File: src/rtl/sd_gearbox_unpack_pkg.sv
// Shared definitions for the srdy/drdy unpacking gearbox.
// Holds the word-count width helper and the state encoding.
package sd_gearbox_unpack_pkg;

  localparam int DEF_WIDTH = 16;
  localparam int DEF_RATIO = 4;

  function automatic int cnt_bits(input int ratio);
    return $clog2(ratio + 1);
  endfunction

  typedef enum logic {
    ST_EMPTY = 1'b0,
    ST_SEND  = 1'b1
  } ugb_state_e;

endpackage

File: src/rtl/sd_gearbox_unpack.sv
// Wide-to-narrow gearbox: one beat of up to ratio words in,
// one word per cycle out, lowest word first.
module sd_gearbox_unpack
  import sd_gearbox_unpack_pkg::*;
#(
  parameter int width = DEF_WIDTH,
  parameter int ratio = DEF_RATIO,
  parameter int csz   = cnt_bits(ratio)
) (
  input  logic                   clk,
  input  logic                   reset,
  input  logic                   c_srdy,
  output logic                   c_drdy,
  input  logic [width*ratio-1:0] c_data,
  input  logic [csz-1:0]         c_cnt,
  output logic                   p_srdy,
  input  logic                   p_drdy,
  output logic [width-1:0]       p_data,
  output logic                   p_last,
  output logic [csz-1:0]         usage
);

  logic [width*ratio-1:0] r_hold;
  logic [csz-1:0]         r_idx;
  logic [csz-1:0]         r_rem;

  logic [width*ratio-1:0] w_hold_nxt;
  logic [csz-1:0]         w_idx_nxt;
  logic [csz-1:0]         w_rem_nxt;
  logic [csz-1:0]         w_cnt;
  logic                   w_accept;
  logic                   w_xfer;
  logic [width-1:0]       w_word;
  ugb_state_e             w_state;

  assign w_state  = (r_rem == '0) ? ST_EMPTY : ST_SEND;
  assign w_cnt    = (c_cnt > csz'(ratio)) ? csz'(ratio) : c_cnt;
  assign w_accept = c_srdy & c_drdy;
  assign w_xfer   = p_srdy & p_drdy;

  always_ff @(posedge clk) begin
    if (reset) begin
      r_rem  <= '0;
      r_idx  <= '0;
      r_hold <= '0;
    end else begin
      r_rem  <= w_rem_nxt;
      r_idx  <= w_idx_nxt;
      r_hold <= w_hold_nxt;
    end
  end

  // Accept wins over transfer: it only fires once the last word is leaving.
  always_comb begin
    w_hold_nxt = r_hold;
    w_idx_nxt  = r_idx;
    w_rem_nxt  = r_rem;
    if (w_accept) begin
      w_hold_nxt = c_data;
      w_idx_nxt  = '0;
      w_rem_nxt  = w_cnt;
    end else if (w_xfer) begin
      w_idx_nxt  = r_idx + 1'b1;
      w_rem_nxt  = r_rem - 1'b1;
    end
  end

  always_comb begin
    w_word = '0;
    for (int k = 0; k < ratio; k++) begin
      if (r_idx == csz'(k)) w_word = r_hold[k*width +: width];
    end
  end

  always_comb begin
    c_drdy = 1'b0;
    p_srdy = 1'b0;
    p_last = 1'b0;
    p_data = w_word;
    usage  = r_rem;
    unique case (w_state)
      ST_EMPTY: c_drdy = !reset;
      ST_SEND: begin
        p_srdy = 1'b1;
        p_last = (r_rem == csz'(1));
        c_drdy = !reset & (r_rem == csz'(1)) & p_drdy;
      end
      default: ;
    endcase
  end

endmodule
File: config.mk
export PLATFORM = sky130hd
export DESIGN_NAME = sd_gearbox_unpack
export DESIGN_NICKNAME = d
export VERILOG_FILES = /design/src/rtl/sd_gearbox_unpack_pkg.sv /design/src/rtl/sd_gearbox_unpack.sv
export SDC_FILE = /design/constraint.sdc
export NUM_CORES = 1
export LEC_CHECK = 0
export CORE_MARGIN = 2
export CORE_UTILIZATION = 45
export DETAILED_ROUTE_END_ITERATION = 10
export PLACE_DENSITY = 0.74
export SLEW_MARGIN = 40
export SYNTH_ARGS = -nofsm -noshare
export SYNTH_HDL_FRONTEND = slang
export SYNTH_SLANG_ARGS = --single-unit
File: constraint.sdc
create_clock -name clk -period 4.01 [get_ports clk]
set_input_delay 1.203 -clock clk [delete_from_list [all_inputs] [get_ports clk]]
set_output_delay 1.203 -clock clk [all_outputs]
set_load 0.005 [all_outputs]
==> results of run 1 <==
## cell families (layout without fill, tap and decap cells)
group | count (synthesis) | in the layout | synth area share
AOI/OAI and AO/OA | 126 | 126 | 0.3114
buffers and inverters | 53 | 129 | 0.07343
adders and majority gates | 8 | 8 | 0.02670
and+or+nand+nor | 165 | 165 | 0.2119
DFF | 70 | 70 | 0.3738
muxes | 1 | 1 | 0.002670
## path summary, 6_finish.rpt
| kind | start | endpoint | depth (start not counted) |
|---|---|---|---|
| worst max-delay path | r_idx[0]$_SDFFE_PP0P_ | p_data[14] | 6 |
| worst min-delay path | r_hold[40]$_SDFFE_PP0P_ | r_hold[40]$_SDFFE_PP0P_ | 2 |
| worst max register to register | usage[0]$_SDFFE_PP0P_ | r_hold[8]$_SDFFE_PP0P_ | 5 |
| worst min register to register | r_hold[40]$_SDFFE_PP0P_ | r_hold[40]$_SDFFE_PP0P_ | 2 |
## power by group through the flow
stage | registers (W) | clock network [W] | logic [W]
floorplan | 0.000929 | 0 | 0.000704
global placement | 0.000964 | 0 | 0.00102
detailed placement | 0.000968 | 0 | 0.00105
CTS | 0.000956 | 0.000548 | 0.00106
global route | 0.000972 | 0.000585 | 0.00115
finish | 0.000960 | 0.000545 | 0.00106
## worst max-delay path, delay by kind of cell (launching register included)
kind            cells  cell delay (ps)
compound gates      1              300
fa+ha+maj           2              760
buf+inv             2              680
flops               1              390
simple gates        1               90
## flip-flops by register name (all words and copies together) (netlist names)
register / flops
r_hold: 64
r_idx: 3
usage: 3
## layer usage
metal / vias up / GRT usage / wire length (um) / part of all wire
met5: - / 0 / 0 / 0
met4: 0 / 0.08816 / 227 / 0.022
met3: 21 / 0.04348 / 594 / 0.058
met2: 97 / 0.3680 / 4843 / 0.47
met1: 1662 / 0.3003 / 4555 / 0.45
li1: 1675 / - / - / -
## Yosys cell counts, drive strengths merged
master  count
a211oi      1
a21o        1
a21oi      21
a311oi      2
a31o       13
a32o       16
and2b       1
and3       14
buf        29
clkbuf     16
dfxtp      70
ha          8
inv         8
mux2i       1
nand2      69
nand2b     16
nand3      55
nor2        2
nor2b       1
nor3        3
nor3b       3
o211ai     51
o21ai      20
o31ai       1
or3b        1
## metrics by stage
| step | total power [W] | setup WS, ps | util |
|---|---|---|---|
| 2_1_floorplan | 0.001633 | 825.3 | - |
| 3_3_place_gp | 0.001985 | 361.4 | 0.5733 |
| 3_5_place_dp | 0.002016 | 337.3 | 0.5733 |
| 4_1_cts | 0.002559 | 154.2 | 0.5958 |
| 5_1_grt | 0.002711 | 140.6 | 0.5965 |
| 6_report | 0.002560 | 236.4 | 0.5965 |
## area by class of cell
type / instances / area share
flip-flops and latches: 70 / 0.2888
well taps: 105 / 0.02708
clock inverters: 4 / 0.009799
clock buffers: 12 / 0.02785
inverters: 8 / 0.006189
multi-input cells: 300 / 0.4296
repair buffers: 105 / 0.2107
==> flow_metrics.env, run 1 <==
export IMPL_die_w_um=95.27
export IMPL_seqCellArea_mm2=0.001401
export IMPL_initial_utilization=0.4609
export IMPL_multi_input_area_mm2=0.002085
export IMPL_internal_power_w=0.001577
export IMPL_avgRoutedWirePerCell_um=16.92
export IMPL_tns_ps=0
export IMPL_synth_distinct_cells=33
export IMPL_clk_transition_reported_paths_ps=70
export IMPL_viasPerCell=5.720
export IMPL_final_cell_mix="clkdlybuf4s50_1 (92), dfxtp_1 (70), nand2_1 (69), nand3_1 (55), o211ai_2 (50)"
export IMPL_synth_seq_cells=70
export IMPL_crit_chain="ha_1 -> ha_1 -> nor2_1 -> buf_4 -> a32o_1 -> clkdlybuf4s50_1"
export IMPL_cp_max_fo=17
export IMPL_yosysTopAreaCell="dfxtp_1"
export IMPL_yosysSeqAreaShare=0.3738
export IMPL_slew_violations=0
export IMPL_setup_viol=0
export IMPL_grt_pass1_wl_um=15860
export IMPL_numCtsBuffers=9
export IMPL_n_fill_cell=721
export IMPL_synth_nets=502
export IMPL_rsz0062_at_grt="false"
export IMPL_yosysTopAreaCellShare=0.3738
export IMPL_end_kind="output port"
export IMPL_first_global_vias=3245
export IMPL_cpMostUsedCell="ha_1"
export IMPL_max_stage_delay_ps=590
export IMPL_arrival_ps=2570
export IMPL_slew_headroom=0.4600
export IMPL_overflow=0
export IMPL_nets=573
export IMPL_cts_resized=0
export IMPL_tritoncts="built"
export IMPL_powerDensity_mw_per_mm2=527.6
export IMPL_die_area_mm2=0.009076
export IMPL_row_count=33
export IMPL_avgSynthCellArea_um2=8.862
export IMPL_fp_dieH_um=95.27
export IMPL_cts_root_buf="clkbuf_8"
export IMPL_placedCellCount=588
export IMPL_drtPass1Iterations=4
export IMPL_hold_path_class="reg2reg"
export IMPL_dp_hpwl_um=7059
export IMPL_clk_latency_ps=350
export IMPL_status="complete, no violations"
export IMPL_coreArea_mm2=0.008134
export IMPL_fin_skew_ps=8.164
export IMPL_pwr_share_comb=0.412
export IMPL_fin_area_mm2=0.004852
export IMPL_crit_type="reg2out"
export IMPL_netlist_area_mm2=0.003749
export IMPL_static_leakage_power_nw=1.977
export IMPL_clkPwrFrac=0.213
export IMPL_switching_share=0.3842
export IMPL_h_tree_depth=3
export IMPL_worst_slew_pin_transition_ps=808.8
export IMPL_layout_commonest_cell="clkdlybuf4s50_1"
export IMPL_min_period_ps=3774
export IMPL_syn_to_final_growth_pct=29.44
export IMPL_finalCritPeriodShare=0.9410
export IMPL_hold_violations=0
export IMPL_ant_nets=0
export IMPL_cts_sinks=70
export IMPL_totalWireLength_um=10220
export IMPL_drive_gt1_frac=0.1944
export IMPL_synthTopCellsByArea="dfxtp_1 (37%), o211ai_2 (17%), nand3_1 (7.3%)"
export IMPL_port_buffers=92
export IMPL_peakVddDrop_uv=269.2
export IMPL_antenna_cells=0
export IMPL_placed_cell_area_mm2=0.004663
export IMPL_critPathSlowestCell="ha_1"
export IMPL_synth_cells=423
export IMPL_ios=93
export IMPL_antenna_found_initial=0
export IMPL_max_freq_mhz=265.0
export IMPL_holdBufCountCts=0
export IMPL_power_frac_seq=0.375
export IMPL_route_detailed_drc=0
export IMPL_final_cells=604
export IMPL_gr_usage_all_layers=0.2277
export IMPL_cp_required_ps=2810
export IMPL_r2r_slack_ps=1850
export IMPL_ys_warnings_count=0
export IMPL_max_cap_violations=0
export IMPL_drt_initial_drc_count=171
export IMPL_cts_max_path_buffers=2
export IMPL_net_switching_power_w=0.0009836
export IMPL_globalplace_congestion=0.8250
export IMPL_cts_setup_buffers=0
export IMPL_critPathLaunchType="flop"
export IMPL_hold_worst_slack_ps=471.9
export IMPL_vias=3455
export IMPL_grt_max_degree=55
Power figures use the tool's default switching activity.
==> run 2: changes to the inputs <==
--- a/config.mk
+++ b/config.mk
@@ -8,7 +8,7 @@
 export CORE_MARGIN = 2
 export CORE_UTILIZATION = 45
 export DETAILED_ROUTE_END_ITERATION = 10
-export PLACE_DENSITY = 0.74
+export PLACE_DENSITY = 0.77
 export SLEW_MARGIN = 40
 export SYNTH_ARGS = -nofsm -noshare
 export SYNTH_HDL_FRONTEND = slang
==> constraint.sdc (replaced) <==
create_clock -name clk -period 3.15 [get_ports clk]
set_input_delay 0.945 -clock clk [delete_from_list [all_inputs] [get_ports clk]]
set_output_delay 0.945 -clock clk [all_outputs]
set_load 0.005 [all_outputs]
==> run 2 against run 1 <==
  * Global-route usage grew 1.1 points
  * Critical path depth unchanged
  * Sequential share of layout area fell by 0.85 points
  * Total power rose by 33%
  * Sequential cell count unchanged
  * Largest power group unchanged
  * Highest routed layer unchanged
==> flow_metrics.env, run 2 (synthesized netlist as in run 1, its figures left out) <==
export IMPL_status="complete, no violations"
export IMPL_cts_root_buf="clkbuf_8"
export IMPL_cp_startpoint="r_idx[0]$_SDFFE_PP0P_"
export IMPL_critPathSlowestCell="clkdlybuf4s50_1"
export IMPL_numCtsBuffers=9
export IMPL_avgRoutedWirePerCell_um=17.58
export IMPL_critPathLaunchType="flop"
export IMPL_rsz0062_at_grt="true"
export IMPL_slew_headroom=0.5481
export IMPL_row_count=33
export IMPL_utilization=0.6168
export IMPL_cp_max_fo=16
export IMPL_cp_required_ps=2200
export IMPL_hold_path_class="reg2reg"
export IMPL_clk_transition_reported_paths_ps=80
export IMPL_viasPerCell=5.697
export IMPL_ios=93
export IMPL_critPathTopFamily="buffers and inverters"
export IMPL_vias=3475
export IMPL_layout_setup_ws_ps=48.65
export IMPL_holdBufCountCts=0
export IMPL_slew_violations=0
export IMPL_ant_nets=0
export IMPL_largest_reg_flops=64
export IMPL_first_global_vias=3284
export IMPL_dp_slack_ps=-0.3790
export IMPL_powerDensity_mw_per_mm2=677.2
export IMPL_finalCritPeriodShare=0.9846
export IMPL_power_w=0.003398
export IMPL_max_freq_mhz=322.4
export IMPL_cts_setup_buffers=0
export IMPL_placedCellCount=592
export IMPL_antenna_found_initial=0
export IMPL_dp_hpwl_um=7376
export IMPL_clk_latency_ps=350
export IMPL_drive_gt1_frac=0.2297
export IMPL_fin_skew_ps=6.805
export IMPL_use_met2=0.3862
export IMPL_hold_violations=0
export IMPL_hold_worst_slack_ps=469.4
export IMPL_gr_usage_met1=0.3140
export IMPL_h_tree_depth=3
export IMPL_grt_busiest_layer="met2"
export IMPL_drtPass1Iterations=5
export IMPL_die_area_mm2=0.009076
export IMPL_totalWireLength_um=10730
export IMPL_max_stage_delay_ps=510
export IMPL_min_period_ps=3101
export IMPL_route_detailed_drc=0
export IMPL_max_cap_violations=0
export IMPL_largest_register="r_hold"
export IMPL_end_kind="output port"
export IMPL_tritoncts="built"
export IMPL_final_cell_mix="clkdlybuf4s50_1 (90), nand2_1 (69), dfxtp_1 (68), nand3_1 (55), o211ai_2 (50)"
export IMPL_crit_chain="ha_1 -> ha_1 -> nor2_1 -> buf_6 -> a32o_1 -> clkdlybuf4s50_1"
export IMPL_antenna_cells=0
export IMPL_peakVddDrop_uv=355.4
export IMPL_cpMostUsedCell="ha_1"
export IMPL_nets=579
export IMPL_cp_num_buf_inv=2
export IMPL_die_w_um=95.27
export IMPL_port_buffers=92
export IMPL_cts_sinks=70
export IMPL_setup_viol=0
export IMPL_static_leakage_power_nw=2.074
export IMPL_final_cells=610
export IMPL_gr_usage_met3=0.04822
export IMPL_syn_to_final_growth_pct=33.85
export IMPL_grt_pass1_wl_um=16390
export IMPL_layout_commonest_cell="clkdlybuf4s50_1"
export IMPL_gr_usage_all_layers=0.2386
export IMPL_crit_type="reg2out"
export IMPL_min_delay_start="r_hold[40]$_SDFFE_PP0P_"
export IMPL_worst_slew_pin_transition_ps=677.9
export IMPL_globalplace_congestion=0.8582
export IMPL_arrival_ps=2160
export IMPL_grt_max_degree=55
export IMPL_r2r_start="usage[0]$_SDFFE_PP0P_"
export IMPL_cts_max_path_buffers=2
export IMPL_fp_dieH_um=95.27
export IMPL_drt_initial_drc_count=201
export IMPL_coreArea_mm2=0.008134
export IMPL_overflow=0
export IMPL_initial_utilization=0.4609
run 2: layout make-up:
type,count,area (um2)
multi-input cells,300,2123
fillers,677,3117
inverters,8,30.03
repair buffers,111,1136
well taps,105,131.4
clock inverters,6,62.56
clock buffers,10,127.6
flip-flops and latches,70,1406
run 2: what timing repair did:
action,CTS,global route
gates resized for setup,15,15
cloned,0,1
endpoints found under the setup margin,17,16
run 2: final timing paths:
| path | to | depth (start not counted) | slack, ps |
|---|---|---|---|
| worst max register to register | r_idx[2]$_SDFFE_PP0P_ | 7 | 1090 |
| worst min-delay path | r_hold[40]$_SDFFE_PP0P_ | 2 | 470 |
| worst max-delay path | p_data[0] | 6 | 50 |
| worst min register to register | r_hold[40]$_SDFFE_PP0P_ | 2 | 470 |
run 2: metrics by stage:
stage / cell area (um2) / setup TNS, ps
after detailed placement: 4706 / -0.3790
after CTS: 4935 / 0
after global routing: 5017 / -9.443
after global placement: 4706 / 0
final: 5017 / 0
after floorplan: 3749 / 0
run 2: tightest hold or removal path, stage by stage (launching register included):
cell	delay [ps]
dfxtp_1	320
o211ai_2	60
nand2_1	50
run 2: where the power goes:
part           switching, W  internal (W)  leakage (nW)  total, W
combinational      0.000812      0.000654          1.40   0.00147
sequential         0.000153       0.00107         0.576   0.00122
clock              0.000343      0.000364         0.100  0.000707
run 2: routing by layer:
| metal | part of all wire | up-vias |
|---|---|---|
| li1 | - | 1699 |
| met1 | 0.43 | 1618 |
| met2 | 0.49 | 142 |
| met3 | 0.065 | 16 |
| met4 | 0.021 | 0 |
| met5 | 0 | - |
